## config.mk

```make
export PLATFORM = sky130hd
export DESIGN_NAME = spi_txn_scheduler_flat
export DESIGN_NICKNAME = d
export VERILOG_FILES = /design/src/rtl/spi_txn_scheduler_if.sv /design/src/rtl/spi_txn_scheduler.sv /design/src/flat_wrapper.sv
export SDC_FILE = /design/constraint.sdc
export NUM_CORES = 1
export LEC_CHECK = 0
export CAP_MARGIN = 20
export CELL_PAD_IN_SITES_DETAIL_PLACEMENT = 0
export CELL_PAD_IN_SITES_GLOBAL_PLACEMENT = 1
export CORE_MARGIN = 4
export CORE_UTILIZATION = 38
export CTS_BUF_LIST = sky130_fd_sc_hd__clkbuf_4
export DETAILED_ROUTE_END_ITERATION = 7
export MAX_ROUTING_LAYER = met4
export PLACE_DENSITY_LB_ADDON = 0.2
export SETUP_SLACK_MARGIN = 0.1
export SYNTH_ARGS = -nofsm -noshare
export SYNTH_HDL_FRONTEND = slang
export SYNTH_SLANG_ARGS = --single-unit
export TNS_END_PERCENT = 30
```

## constraint.sdc

```tcl
create_clock -name clk -period 2 [get_ports clk]
set_input_delay 0.3 -clock clk [delete_from_list [all_inputs] [get_ports clk]]
set_output_delay 0.3 -clock clk [all_outputs]
set_load 0.02 [all_outputs]
```

## src/rtl/spi_txn_scheduler_if.sv

```systemverilog
// Request/response bundle between the requesters and spi_txn_scheduler.
// Field slice i of each vector belongs to requester i.
interface spi_txn_scheduler_if #(
  parameter int N_REQ = 4
);
  logic [N_REQ-1:0]   req_valid;
  logic [N_REQ-1:0]   req_ready;
  logic [2*N_REQ-1:0] req_op;
  logic [3*N_REQ-1:0] req_a;
  logic [3*N_REQ-1:0] req_b;
  logic [N_REQ-1:0]   rsp_valid;
  logic [4*N_REQ-1:0] rsp_data;

  modport master (
    output req_valid, req_op, req_a, req_b,
    input  req_ready, rsp_valid, rsp_data
  );

  modport slave (
    input  req_valid, req_op, req_a, req_b,
    output req_ready, rsp_valid, rsp_data
  );
endinterface

```

## src/rtl/spi_txn_scheduler.sv

```systemverilog
// Round-robin scheduler sharing one SPI link to the arithmetic slave.
// Sends an 8-bit {op,a,b} frame and returns the 4-bit result.
module spi_txn_scheduler #(
  parameter int N_REQ   = 4,
  parameter int CLK_DIV = 2,
  parameter int GUARD   = 2
) (
  input  logic              clk,
  input  logic              rst_n,
  spi_txn_scheduler_if.slave bus,
  output logic              busy,
  output logic              sclk,
  output logic              cs,
  output logic              mosi,
  input  logic              miso
);
  localparam int HW = $clog2(CLK_DIV) + 1;
  localparam int GW = $clog2(GUARD) + 1;
  localparam int PW = (N_REQ > 1) ? $clog2(N_REQ) : 1;

  typedef enum logic [2:0] {
    S_IDLE, S_SETUP, S_SHIFT, S_DONE, S_GUARD
  } state_t;

  state_t        state, state_d;
  logic [HW-1:0] hcnt;
  logic [4:0]    ecnt;
  logic [GW-1:0] gcnt;
  logic [7:0]    frame;
  logic [3:0]    result;
  logic [PW-1:0] gnt, rr_ptr, pick, idx;
  logic          found, accept, tick;

  always_comb begin
    pick  = '0;
    idx   = '0;
    found = 1'b0;
    // Scan downwards so the first valid at/after rr_ptr wins.
    for (int j = N_REQ - 1; j >= 0; j--) begin
      idx = PW'((int'(rr_ptr) + j) % N_REQ);
      if (bus.req_valid[idx]) begin
        pick  = idx;
        found = 1'b1;
      end
    end
  end

  always_comb begin
    bus.req_ready = '0;
    if (state == S_IDLE && found)
      bus.req_ready[pick] = 1'b1;
  end

  assign tick = (hcnt == HW'(CLK_DIV - 1));
  assign busy = (state != S_IDLE);

  always_comb begin
    state_d = state;
    accept  = 1'b0;
    unique case (state)
      S_IDLE: begin
        if (found) begin
          state_d = S_SETUP;
          accept  = 1'b1;
        end
      end
      S_SETUP: state_d = S_SHIFT;
      S_SHIFT: begin
        if (tick && ecnt == 5'd23)
          state_d = S_DONE;
      end
      S_DONE:
        state_d = (GUARD > 1) ? S_GUARD : S_IDLE;
      S_GUARD: begin
        if (gcnt == GW'(GUARD - 2))
          state_d = S_IDLE;
      end
      default: state_d = S_IDLE;
    endcase
  end

  always_ff @(posedge clk or negedge rst_n) begin
    if (!rst_n) state <= S_IDLE;
    else        state <= state_d;
  end

  always_ff @(posedge clk or negedge rst_n) begin
    if (!rst_n) begin
      cs            <= 1'b1;
      sclk          <= 1'b0;
      mosi          <= 1'b0;
      hcnt          <= '0;
      ecnt          <= '0;
      gcnt          <= '0;
      frame         <= '0;
      result        <= '0;
      gnt           <= '0;
      rr_ptr        <= '0;
      bus.rsp_valid <= '0;
      bus.rsp_data  <= '0;
    end else begin
      bus.rsp_valid <= '0;
      unique case (state)
        S_IDLE: begin
          if (accept) begin
            frame  <= {bus.req_op[2*pick +: 2],
                       bus.req_a[3*pick +: 3],
                       bus.req_b[3*pick +: 3]};
            gnt    <= pick;
            rr_ptr <= (pick == PW'(N_REQ - 1)) ?
                      '0 : pick + 1'b1;
          end
        end
        S_SETUP: begin
          cs   <= 1'b0;
          hcnt <= '0;
          ecnt <= '0;
        end
        S_SHIFT: begin
          if (tick) begin
            hcnt <= '0;
            ecnt <= ecnt + 5'd1;
            // Even edge count = rising edge of period ecnt/2.
            sclk <= ~ecnt[0];
            if (!ecnt[0] && !ecnt[4])
              mosi <= frame[ecnt[3:1]];
            if (ecnt[0] && ecnt[4])
              result[ecnt[2:1]] <= miso;
          end else begin
            hcnt <= hcnt + 1'b1;
          end
        end
        S_DONE: begin
          cs                     <= 1'b1;
          sclk                   <= 1'b0;
          mosi                   <= 1'b0;
          gcnt                   <= '0;
          bus.rsp_valid[gnt]     <= 1'b1;
          bus.rsp_data[4*gnt +: 4] <= result;
        end
        S_GUARD: gcnt <= gcnt + 1'b1;
        default: ;
      endcase
    end
  end
endmodule

```

## src/flat_wrapper.sv

```systemverilog
// flat-port wrapper written by rule: the top's interface ports become plain ports
module spi_txn_scheduler_flat 
#(
  parameter int N_REQ   = 4,
  parameter int CLK_DIV = 2,
  parameter int GUARD   = 2
)
  (clk, rst_n, busy, sclk, cs, mosi, miso, bus_req_valid, bus_req_op, bus_req_a, bus_req_b, bus_req_ready, bus_rsp_valid, bus_rsp_data);
  spi_txn_scheduler_if #(.N_REQ(N_REQ)) bus_i ();
  input  logic clk;
  input  logic rst_n;
  output logic busy;
  output logic sclk;
  output logic cs;
  output logic mosi;
  input  logic miso;
  input wire logic [$bits(bus_i.req_valid)-1:0] bus_req_valid;
  input wire logic [$bits(bus_i.req_op)-1:0] bus_req_op;
  input wire logic [$bits(bus_i.req_a)-1:0] bus_req_a;
  input wire logic [$bits(bus_i.req_b)-1:0] bus_req_b;
  output wire logic [$bits(bus_i.req_ready)-1:0] bus_req_ready;
  output wire logic [$bits(bus_i.rsp_valid)-1:0] bus_rsp_valid;
  output wire logic [$bits(bus_i.rsp_data)-1:0] bus_rsp_data;
  assign bus_i.req_valid = bus_req_valid;
  assign bus_i.req_op = bus_req_op;
  assign bus_i.req_a = bus_req_a;
  assign bus_i.req_b = bus_req_b;
  assign bus_req_ready = bus_i.req_ready;
  assign bus_rsp_valid = bus_i.rsp_valid;
  assign bus_rsp_data = bus_i.rsp_data;
  spi_txn_scheduler #(.N_REQ(N_REQ), .CLK_DIV(CLK_DIV), .GUARD(GUARD)) u_core (.clk(clk), .rst_n(rst_n), .bus(bus_i), .busy(busy), .sclk(sclk), .cs(cs), .mosi(mosi), .miso(miso));
endmodule
```

---- Word-level counts from Yosys, hierarchy flattened ----
Cells that the tools add are included.
word-level totals
  input port bits ......................... 39
  output and inout port bits .............. 28
  register bits after elaboration ......... 51
operators by class
  bitwise logic cells ..................... 1
  magnitude comparators ................... 11
  shifts and indexed selects .............. 5
  $add $sub $neg .......................... 8
  reductions and logical operators ........ 22
  equality and inequality tests ........... 12
  mux-type cells .......................... 46
  multipliers ............................. 1
operator list
  kind                     number
  $neg 4->34               1
  $shift 4x34->16 const A  1
  $shiftx 4x34->16         1
  $shiftx 12x5->3          2
  $lt 2x3->1 const B       7
  $mux 1                   17
  $bwmux 16                1
  $pmux 3 s5               1
  $mux 2                   6
  $ne 2x1->1 const B       5
  $pmux 5 s2               1
  $mux 3                   3
  $reduce_and 3->1         3
  $add 2x1->2 const B      4
  $bmux 1 s2               4
  $mux 4                   2
  $pmux 2 s2               2
  $reduce_bool 2->1        4
  $shiftx 8x4->2           1
  $logic_and 1x1->1        7
  $demux 1 s2              3
  $eq 3x2->1 const B       2
  $ge 2x1->1 const B       3
  $pmux 1 s2               3
  18 further kinds         22

---- Longest topological paths before layout ----
  depth in word-level cells ............... 12
  gate-level depth with buffers ........... 6
  depth with buffers taken out ............ 5

---- Least setup slack after synthesis ----
Ideal clock, no wire load.
  path type ............................... register -> output
  start ................................... reg u_core.state[0]
  end ..................................... out bus_req_ready[2]
  path buffers ............................ 2
  arrival time ............................ 1.738 ns
  stages on the path, launching flop included .. 6
  slack ................................... -0.038 ns
  path through ............................ dfrtp_1 buf_2 nor3_2 nand2_1 clkbuf_1 nor3b_1
between the ends
  cells in the longest elaborated chain, start to end .. 3
RTL lines
  item                    RTL line                 source
  start, declared         spi_txn_scheduler.sv:25  state_t state, state_d;
  start signal, assigned  spi_txn_scheduler.sv:84  else state <= state_d;
  $logic_not 3->1         spi_txn_scheduler.sv:50  if (state == S_IDLE && found)
  $logic_and 1x1->1       spi_txn_scheduler.sv:50
  $mux 4                  spi_txn_scheduler.sv:50
  end, declared           flat_wrapper.sv:21       output wire logic [$bits(bus_i.req_ready)-1:0] bus_req_ready;
No other way between the ends.

---- Worst setup path in the final report ----
  start ................................... reg u_core.rr_ptr[0]
  end ..................................... out bus_req_ready[2]
between the ends
  cells in the longest elaborated chain, start to end .. 12
  elaborated cells between the ends (all ways) .. 26
RTL lines
  item                                                            RTL line                  source
  start, declared                                                 spi_txn_scheduler.sv:31   logic [PW-1:0] gnt, rr_ptr, pick, idx;
  start signal, assigned                                          spi_txn_scheduler.sv:110  rr_ptr <= (pick == PW'(N_REQ - 1)) ?
  $add 2x2->2                                                     spi_txn_scheduler.sv:40   idx = PW'((int'(rr_ptr) + j) % N_REQ);
  $bmux 1 s2                                                      spi_txn_scheduler.sv:41   if (bus.req_valid[idx]) begin
  $mux 1 (not written as such)                                    spi_txn_scheduler.sv:41
  $mux 2 (4 in series)                                            spi_txn_scheduler.sv:41
  $lt 2x3->1 (not written as such) or $ge 2x1->1 (tied branches)  spi_txn_scheduler.sv:51   bus.req_ready[pick] = 1'b1;
  $logic_and 1x1->1 (not written as such)                         spi_txn_scheduler.sv:51
  $mux 1 (not written as such)                                    spi_txn_scheduler.sv:51
  $demux 1 s2                                                     n/a
  $mux 4 (*)                                                      spi_txn_scheduler.sv:50
Mark *: on every way between the ends. The rest lies on a longest branch, timed or not. The select of a mux whose other input is x is not followed.

==> impl_metrics.py <==
metrics = {
    "detailed_routing": {
        "ant_nets": 0,
        "drt-vias-per-instance": 5.090,
        "wl_per_cell_microns": 13.72,
        "wirelength_mm": 5.914,
        "num_vias": 2194,
        "drt_iter0_drc": 113,
        "first_pass_iters": 4,
        "drcViolationCount": 0,
    },
    "final_layout": {
        "diodes": 0,
        "n_fill_cell": 593,
        "design_area_sq_um": 3695,
        "drive_gt1_frac": 0.1864,
        "fin_nets": 399,
        "fin_util": 0.5689,
        "seq_area_sq_um": 1277,
        "area_delta_synth_final_pct": 42.24,
        "layout_common_cells": "58 x clkdlybuf4s50_1, 56 x nand2_1, 50 x dfrtp_1",
        "final_common_cell": "clkdlybuf4s50_1",
        "multi_input_area_sq_um": 1343,
    },
    "clock_network": {
        "numCtsBuffers": 5,
        "clk_pin_slew_ns": 0.15,
        "clock_latency_ns": 0.37,
        "cts-htree-levels": 2,
        "clock_path_buffers": 2,
        "clk_root_buffer_cell": "clkbuf_4",
        "clock_sinks": 51,
        "cts_tree": "yes",
    },
    "synthesis": {
        "synthSimpleGateAreaFrac": 0.1888,
        "synth_fp_nets": 311,
        "synth_seq_area_share": 0.4918,
        "synth_seq_cells": 51,
        "muxShareOfSynthArea": 0.1089,
        "synthAdderAreaFrac": 0.03372,
        "synth_area_per_cell_sq_um": 9.802,
        "synth_compound_area_frac": 0.1224,
        "yosys.area_share.xor_xnor": 0.01686,
        "synth_area_sq_um": 2597,
        "ys_warn_count": 0,
        "synth_top_family_by_area": "simple AND/OR/NAND/NOR gates",
        "syn_inst": 265,
        "synth.distinct_cells": 40,
    },
    "floorplanning": {
        "core_area_sq_um": 6495,
        "fp.dieW_microns": 90.68,
        "core.rowCount": 29,
        "ios": 67,
        "die_h_microns": 90.68,
        "dieArea_sq_um": 8222,
        "start_util": 0.3999,
    },
    "global_routing": {
        "grt.overflow.total": 0,
        "grtUsageTotal": 0.1555,
        "grt_pass1_vias": 2235,
        "antenna_found_initial": 0,
        "grt_max_degree": 52,
        "grt_pass1_wl_mm": 10.32,
    },
    "sta": {
        "period_share": 1.046,
        "layout_setup_ws_ns": -0.09136,
        "setup-violations-final": 4,
        "finalCriticalPeriod_ns": 2.091,
        "max_freq_mhz": 478.2,
        "rsz0062_at_grt": "yes",
        "slew_viol_final": 0,
        "slew_headroom": 0.7076,
        "hold_viol": 0,
        "whs_ns": 0.4148,
        "worst_slew_pin_slew_ns": 0.4352,
        "fin_skew_ns": 0.01485,
    },
    "setup_path": {
        "path_max_fanout": 4,
        "reg2reg_setup_slack_ns": 0.13,
        "rr_endpoint": "u_core.frame[0]",
        "cp-start-kind": "register",
        "crit_type": "register to primary output",
        "endpoint_kind": "primary output",
        "critPathRequiredTime_ns": 1.70,
        "rr_startpoint": "u_core.rr_ptr[0]",
        "worstPathArrival_ns": 1.79,
        "r2r_cells": 8,
        "startpoint": "u_core.rr_ptr[0]",
    },
    "power": {
        "netSwitchingFraction": 0.4005,
        "p_int_mw": 2.847,
        "finalPower_mw": 4.749,
        "p_leak_nw": 1.650,
        "pwr-share-seq": 0.343,
        "p_clk_frac": 0.127,
        "p_per_area_nw_per_um2": 1285,
        "combPwrFrac": 0.530,
        "p_switching_mw": 1.902,
        "ir_drop_mv": 0.5492,
    },
    "outcome": {
        "violations": "negative setup slack",
        "outcome": "finished with violations",
    },
    "min_path": {
        "hold_class": "input pin to async pin",
    },
    "place": {
        "dp_slack_ns": -0.6280,
        "gp_congestion": 0.7411,
        "post-dp-hpwl_mm": 4.390,
        "placed_area_sq_um": 3468,
        "port_buffers": 66,
    },
    "job": {
        "drv_cap": 0,
    },
}
-- final cells by class --
type,count,share of cell area
clock buffers,5,0.01016
clock inverters,3,0.01185
inverters,13,0.01321
multi-input cells,193,0.3634
flip-flops and latches,51,0.3458
well taps,77,0.02608
repair buffers,89,0.2296
-- power groups by stage --
stage | registers (mW) | clock network [mW] | logic (mW)
2_1_floorplan | 1.72 | 0 | 1.39
3_3_place_gp | 1.62 | 0 | 2.34
3_5_place_dp | 1.63 | 0 | 2.36
4_1_cts | 1.62 | 0.621 | 2.39
5_1_grt | 1.68 | 0.653 | 2.79
6_report | 1.63 | 0.601 | 2.52
-- stage by stage --
step	setup TNS, ns	instances
2_1_floorplan	-0.05689	265
3_3_place_gp	-3.437	420
3_5_place_dp	-4.007	420
4_1_cts	-0.2512	429
5_1_grt	-0.7081	431
6_report	-0.3002	431
-- worst max-delay path by stage --
stage / to / depth (start not counted)
6_report: bus_req_ready[2] / 6
3_3_place_gp: bus_req_ready[0] / 6
4_1_cts: bus_req_ready[0] / 5
2_1_floorplan: bus_req_ready[1] / 5
3_5_place_dp: bus_req_ready[0] / 6
5_1_grt: bus_req_ready[2] / 5
-- critical path, stage by stage, from the launching register on --
cell and delay, ns:
dfrtp_1 0.46, inv_2 0.07, buf_6 0.12, a221oi_4 0.34
nor2_4 0.09, nor3b_2 0.17, buf_4 0.17
-- state kept, by name, indices dropped and copies added, names as in the netlist --
signal and cells:
u_core.bus.rsp_valid 4, u_core.rr_ptr 2, u_core.mosi 1, u_core.state 3, u_core.hcnt 2, u_core.result 4, u_core.bus.rsp_data 16, u_core.gcnt 2
u_core.cs 1, u_core.frame 8, u_core.gnt 2, u_core.sclk 1, u_core.ecnt 5
-- metal layers --
metal  vias up  part of all wire  wire [microns]  GRT usage
li1       1109                 -               -          -
met5         -                 0               0          -
met1      1015              0.44            2603     0.1854
met4         0             0.014              84    0.04592
met3         8             0.049             288    0.03500
met2        62              0.50            2938     0.2631
-- kinds of logic after synthesis --
kind of cell / Yosys count
compound gates: 49
xor+xnor: 5
mux: 25
flops: 51
fa+ha+maj: 7
buf+inv: 21
simple gates: 107
-- cell usage after synthesis, drive strengths merged --
library cell,count,area share
o21a,1,0.0029
o22ai,3,0.0072
mux4,2,0.017
o221a,1,0.0043
and2,1,0.0024
nor3,5,0.012
nand2b,2,0.0048
nor4,1,0.0024
o31a,1,0.0034
o221ai,9,0.030
and3,2,0.0048
xor2,3,0.010
or3,1,0.0024
buf,5,0.014
nand2,56,0.081
nor2,20,0.030
xnor2,2,0.0067
dfrtp,50,0.48
ha,7,0.034
nand4,3,0.0072
clkbuf,3,0.0043
nand3b,3,0.0087
dfstp,1,0.010
o21ai,23,0.044
a21o,2,0.0058
a21oi,6,0.012
a221oi,1,0.0034
nor2b,2,0.0048
a2111oi,2,0.0092
mux2,6,0.026
nand3,5,0.012
and2b,1,0.0029
nor3b,5,0.014
mux2i,17,0.066
inv,13,0.019
-- timing repair --
| action | CTS | global route |
|---|---|---|
| pin swaps | 1 | 4 |
| setup endpoints to repair | 5 | 14 |
| hold endpoints to repair | 50 | 0 |
| setup buffers | 0 | 2 |
| gates resized for setup | 29 | 24 |
| hold buffers | 1 | 0 |
(Power assumes the default switching activity.)
